==> src/rtl/multicycle_ctrl.sv <==
// multicycle_ctrl -- multicycle control FSM for the RFplusALU datapath.
//
// Fetches a 16-bit instruction over a req/ack memory port, then sequences
// DECODE / EXE / MEM / WB. It drives every RFplusALU control input, the PC/IR
// load strobes and the memory strobes, and it holds the PSW flags (C,Z,N).
//
// Ports
//   clk                      system clock, rising edge
//   Reset                    asynchronous, active-low reset
//   Start                    leave IDLE and begin fetching (ignored elsewhere)
//   Ins[15:0]                instruction word, valid with MemAck in FETCH
//   MemAck                   memory completes the current MemReq
//   C, Z, N                  ALU flags
//   MemReq/MemWe/AddrSel     memory request, write strobe, address select (1 = ALU sum)
//   IR_load/PC_load/PC_sel   IR latch, PC update strobe, PC source (1 = branch target)
//   WBRF, WBresource, RBresource, OprandB, LI, Buff_IDEXE, ALUop, PSW_C, Flag
//                            RFplusALU controls
//   Halted                   FSM is in HALT
//   MemErr                   sticky memory-timeout error (MEM_TIMEOUT_EN builds only)
//
// Build option: define MEM_TIMEOUT_EN to add a memory-ack watchdog. After
// TIMEOUT request cycles without MemAck the FSM enters HALT and sets MemErr.
// Without the macro the FSM waits for MemAck indefinitely.
module multicycle_ctrl #(
   parameter int unsigned TIMEOUT = 16
) (
   input  logic        clk,
   input  logic        Reset,
   input  logic        Start,
   input  logic [15:0] Ins,
   input  logic        MemAck,
   input  logic        C,
   input  logic        Z,
   input  logic        N,
   output logic        MemReq,
   output logic        MemWe,
   output logic        AddrSel,
   output logic        IR_load,
   output logic        PC_load,
   output logic        PC_sel,
   output logic        WBRF,
   output logic        WBresource,
   output logic        RBresource,
   output logic        OprandB,
   output logic        LI,
   output logic        Buff_IDEXE,
   output logic        ALUop,
   output logic        PSW_C,
   output logic        Flag,
`ifdef MEM_TIMEOUT_EN
   output logic        MemErr,
`endif
   output logic        Halted
);

   typedef enum logic [2:0] {
      S_IDLE, S_FETCH, S_DECODE, S_EXE, S_MEM, S_WB, S_HALT
   } state_t;

   // Opcode field IR[15:11]; these are fixed ISA encodings.
   localparam logic [4:0] OP_ALU = 5'b00000;
   localparam logic [4:0] OP_LHI = 5'b00001;
   localparam logic [4:0] OP_LLI = 5'b00010;
   localparam logic [4:0] OP_LDR = 5'b00011;
   localparam logic [4:0] OP_STR = 5'b00100;
   localparam logic [4:0] OP_CMP = 5'b00101;
   localparam logic [4:0] OP_B   = 5'b11000;
   localparam logic [4:0] OP_BEQ = 5'b11001;
   localparam logic [4:0] OP_BNE = 5'b11010;
   localparam logic [4:0] OP_HLT = 5'b11111;

   state_t      st, nxt;
   logic [15:0] ir;
   logic [2:0]  psw;          // {C,Z,N}
   logic        wait_expired; // watchdog ran out this cycle

   logic is_alu, is_lhi, is_lli, is_ldr, is_str, is_cmp;
   logic is_b, is_beq, is_bne, is_hlt, is_nop, br_taken;

   assign is_alu = (ir[15:11] == OP_ALU);
   assign is_lhi = (ir[15:11] == OP_LHI);
   assign is_lli = (ir[15:11] == OP_LLI);
   assign is_ldr = (ir[15:11] == OP_LDR);
   assign is_str = (ir[15:11] == OP_STR);
   assign is_cmp = (ir[15:11] == OP_CMP);
   assign is_b   = (ir[15:11] == OP_B);
   assign is_beq = (ir[15:11] == OP_BEQ);
   assign is_bne = (ir[15:11] == OP_BNE);
   assign is_hlt = (ir[15:11] == OP_HLT);
   assign is_nop = !(is_alu || is_lhi || is_lli || is_ldr || is_str || is_cmp ||
                     is_b || is_beq || is_bne || is_hlt);

   // Branches test the stored PSW.Z, never the live Z input.
   assign br_taken = is_b || (is_beq && psw[1]) || (is_bne && !psw[1]);

`ifdef MEM_TIMEOUT_EN
   localparam int unsigned CNT_W = $clog2(TIMEOUT + 1);
   logic [CNT_W-1:0] wait_cnt;

   // Expiry is flagged on the TIMEOUT-th unacknowledged request cycle; an ack
   // in that same cycle still takes priority in the next-state logic.
   assign wait_expired = (wait_cnt == CNT_W'(TIMEOUT - 1));

   always_ff @(posedge clk or negedge Reset) begin
      if (!Reset) begin
         wait_cnt <= '0;
         MemErr   <= 1'b0;
      end else begin
         // Counter is zero on every entry to FETCH/MEM because any cycle
         // outside an unacknowledged request clears it.
         if ((st == S_FETCH || st == S_MEM) && !MemAck) begin
            wait_cnt <= wait_cnt + 1'b1;
            if (wait_expired)
               MemErr <= 1'b1;
         end else begin
            wait_cnt <= '0;
         end
      end
   end
`else
   assign wait_expired = 1'b0;

   // TIMEOUT only configures the watchdog; kept so overrides stay legal.
   logic unused_timeout;
   assign unused_timeout = ^TIMEOUT;
`endif

   always_ff @(posedge clk or negedge Reset) begin
      if (!Reset) begin
         st  <= S_IDLE;
         ir  <= '0;
         psw <= '0;
      end else begin
         st <= nxt;
         if (st == S_FETCH && MemAck)
            ir <= Ins;
         if (Flag)
            psw <= {C, Z, N};
      end
   end

   always_comb begin
      nxt        = st;
      MemReq     = 1'b0;
      MemWe      = 1'b0;
      AddrSel    = 1'b0;
      IR_load    = 1'b0;
      PC_load    = 1'b0;
      PC_sel     = 1'b0;
      WBRF       = 1'b0;
      WBresource = 1'b0;
      RBresource = 1'b0;
      OprandB    = 1'b0;
      LI         = 1'b0;
      Buff_IDEXE = 1'b0;
      ALUop      = 1'b0;
      PSW_C      = 1'b0;
      Flag       = 1'b0;
      Halted     = 1'b0;
      unique case (st)
         S_IDLE: begin
            if (Start)
               nxt = S_FETCH;
         end
         S_FETCH: begin
            MemReq = 1'b1;
            if (MemAck) begin
               IR_load = 1'b1;
               PC_load = 1'b1;
               nxt     = S_DECODE;
            end else if (wait_expired) begin
               nxt = S_HALT;
            end
         end
         S_DECODE: begin
            Buff_IDEXE = 1'b1;
            if (is_hlt)
               nxt = S_HALT;
            else if (is_nop)
               nxt = S_FETCH;
            else
               nxt = S_EXE;
         end
         S_EXE: begin
            ALUop      = (is_alu && ir[1]) || is_cmp;
            PSW_C      = is_alu && ir[0] && psw[2];
            OprandB    = is_ldr || is_str;
            LI         = is_lhi || is_lli;
            RBresource = is_lhi;
            PC_load    = br_taken;
            PC_sel     = br_taken;
            if (is_ldr || is_str)
               nxt = S_MEM;
            else if (is_b || is_beq || is_bne)
               nxt = S_FETCH;
            else
               nxt = S_WB;
         end
         S_MEM: begin
            MemReq  = 1'b1;
            AddrSel = 1'b1;
            MemWe   = is_str;
            if (MemAck)
               nxt = is_str ? S_FETCH : S_WB;
            else if (wait_expired)
               nxt = S_HALT;
         end
         S_WB: begin
            WBRF       = !is_cmp;
            WBresource = is_ldr;
            Flag       = is_alu || is_cmp;
            nxt        = S_FETCH;
         end
         S_HALT: begin
            Halted = 1'b1;
         end
         default: nxt = S_IDLE;
      endcase
   end

endmodule
==> config.mk <==
export PLATFORM = sky130hd
export DESIGN_NAME = multicycle_ctrl
export DESIGN_NICKNAME = d
export VERILOG_FILES = /design/src/rtl/multicycle_ctrl.sv
export SDC_FILE = /design/constraint.sdc
export NUM_CORES = 1
export LEC_CHECK = 0
export ABC_AREA = 1
export BUFFER_PORTS_ARGS = -buffer_cell sky130_fd_sc_hd__buf_2
export CAP_MARGIN = 10
export CORE_MARGIN = 3
export CORE_UTILIZATION = 40
export DETAILED_ROUTE_END_ITERATION = 8
export MAX_ROUTING_LAYER = met4
export PLACE_DENSITY_LB_ADDON = 0.05
export SLEW_MARGIN = 10
export SYNTH_ARGS = -nofsm -noshare
export SYNTH_HDL_FRONTEND = slang
export SYNTH_SLANG_ARGS = --single-unit
==> constraint.sdc <==
create_clock -name clk -period 1.32 [get_ports clk]
set_input_delay 0.264 -clock clk [delete_from_list [all_inputs] [get_ports clk]]
set_output_delay 0.264 -clock clk [all_outputs]
set_load 0.02 [all_outputs]
==> run metrics <==
fill count 72; EDFF count, synth 0; Max Fclk 547 MHz; most common library cells after synthesis nand2_1, inv_1, dfrtp_1; CTS buffer count 3; Total Nets Final 215; Worst Setup Path Type flip-flop to primary output; Mapped Cells 116; endpoints failing setup 25; failing checks setup timing; grt ovf 0; Tot GR Track Use 26.9%; syn avg cell area 6.92 sq um; Slew Viols, Final 0; Max rail drop VDD 1590 uV; Port Buffers 28; final hold violation count 0; drt initial violations 44; CP Depth 7; DRC viols 0; FF-to-FF Start st[0]$_DFFE_PN0P_; # rows 15; die height 50.8 microns; Core ar. 1800 sq um; Cell Area, Synth 803 sq um; P_leak 0.805 nW; First-pass DRT Iterations 4; Multi-input gate area 617 sq um; Net Count, Synth 139; PD cells 2260 nW/um^2; first-pass GRT wire length 4.97 mm; post-synth top area share 37.4%; GRT met3 Usage 7.29%; synth top area cells dfrtp_1, nand2_1, inv_1, nor2_1, nand3_1; Antenna Nets Post-Route 0; most frequent cell after synthesis nand2_1; Crit Path Max Fanout 5; post-route insts no fill 215; Post-Place Cell Area 1210 sq um; # Max-Cap Violations 0; initial antenna violation count 0; number of global-route vias before repair 1111; Die Area 2580 sq um; Placed Instances 196; max incr delay on CP 0.41 ns; GP Congestion 0.865; flops & latches, synth 12; Worst EP arrival 1.56 ns; FFs w/ async S/R, synth 100%; Starting Density 44.6%; sequential area share after synthesis 37.4%; hold path start MemAck; worst-case clock buffer depth 2; RSZ-0062 raised after global routing true; pin count of the biggest net entering global routing 13; final instance area 1650 sq um; Fin Clk Skew 0.0127 ns; RR Endpoint st[2]$_DFFE_PN0P_; synthesis-to-finish area growth 106%; period utilization 138%; met2 Track Usage GR 48.5%; outcome finished with violations; CP max stage cell dfrtp_1; Slew HR 76.1%; post-DP HPWL 1.71 mm; min Tclk post-route 1.83 ns; met1 Track Usage GR 27.7%; Synth Flop Type dfrtp_1; clk root buf clkbuf_4; Synth area leader dfrtp_1; Die Wd 50.8 microns; FF+latch area 305 sq um; yosys warns 0; worst hold path class input port to flip-flop; Worst-path clk slew 0.09 ns; total number of vias 1206; Worst-Skew Late Latency 0.30 ns; Netlist cell types 21; num ports 39; R2R Setup Slk -0.22 ns; routed len/inst 19.0 microns; R2R cell count 12; CP required 1.06 ns; Diodes inserted 0; crit end category primary output; Critical Path Sink PC_load; Top Family by Delay on Critical Path simple AND/OR/NAND/NOR gates; CP bufs+invs 3; H-tree depth 1; Tightest Pin Transition 0.356 ns; clk sinks 12; Tot Pwr 3.73 mW; crit start category flip-flop; crit path cell chain inv_2 > nand2_4 > nor2_4 > inv_4 > nor3_4 > or2_4 > buf_6; Vias/cell 5.61; most used routing layer met2; CTS tree built; Setup crit start st[2]$_DFFE_PN0P_; layout cells sized above 1 69.5%; setup ws final -0.507 ns; final WL 4.09 mm
==> worst min path at each step <==
stage,end,slack (ns),cells after the start
global placement,ir[14]$_DFFE_PN0P_,0.16,1
finish,st[0]$_DFFE_PN0P_,0.16,2
detailed placement,st[2]$_DFFE_PN0P_,0.17,1
CTS,st[0]$_DFFE_PN0P_,0.17,2
floorplan,ir[0]$_DFFE_PN0P_,-0.03,0
global route,st[0]$_DFFE_PN0P_,0.16,2
==> report_power, final <==
part | switching [mW] | total [mW] | internal [mW]
registers | 0.234 | 0.776 | 0.542
clock network | 0.152 | 0.259 | 0.107
logic | 1.46 | 2.70 | 1.24
total | 1.85 | 3.73 | 1.89
==> timing repair <==
| action | 4_1_cts | 5_1_grt |
|---|---|---|
| hold endpoints to repair | 12 | 0 |
| setup buffers | 10 | 7 |
| hold buffers | 1 | 0 |
| pin swaps | 14 | 11 |
| endpoints found under the setup margin | 19 | 27 |
| gates cloned | 0 | 1 |
| resized for setup | 59 | 35 |
==> flip-flops by register name, summed over array words and instances (netlist names) <==
name  flops
st        3
ir        7
psw       2
==> cells by family (layout without fill, tap and decap cells) <==
family	after synthesis	in the layout	share of synthesized area (%)
flip-flops	12	12	37.4
AO/OA/AOI/OAI	13	13	8.88
buffers and inverters	19	93	10.4
AND/OR/NAND/NOR	72	72	43.3
==> cell type report <==
class | instances | share of cell area, %
Multi-Input combinational cell | 85 | 37.3
Timing Repair Buffer | 72 | 36.3
Sequential cell | 12 | 18.5
Inverter | 18 | 4.69
Tap cell | 25 | 1.89
Clock buffer | 3 | 1.36
==> cells in the final DEF (no fill, tap or decap), types with 4 or more instances in the layout <==
cell and instances:
buf_6 23, nor2_1 5, nor2_4 8, inv_1 4, nand2_2 9, buf_2 12, nand2_4 6, inv_2 11
o21ai_0 4, dfrtp_2 4, dfrtp_1 8, nand2_1 26, nand3_1 5, buf_4 36
==> routing by layer <==
layer | up-vias | wire length (microns)
met2 | 88 | 2000
li1 | 515 | -
met1 | 569 | 1480
met5 | - | 0
met4 | 0 | 268
met3 | 34 | 342
==> per-stage QoR <==
step / util, % / worst slack, ns / hold slack, ns / TNS, ns
final: 91.7 / -0.507 / 0.158 / -7.31
after global routing: 91.7 / -0.541 / 0.160 / -8.43
after CTS: 83.5 / -0.380 / 0.175 / -5.46
after detailed placement: 67.1 / -0.210 / 0.166 / -1.72
after global placement: 67.1 / -0.189 / 0.159 / -1.48
after floorplan: - / -0.206 / -0.0316 / -1.34
Note: power is estimated with default switching activity, not from simulation.
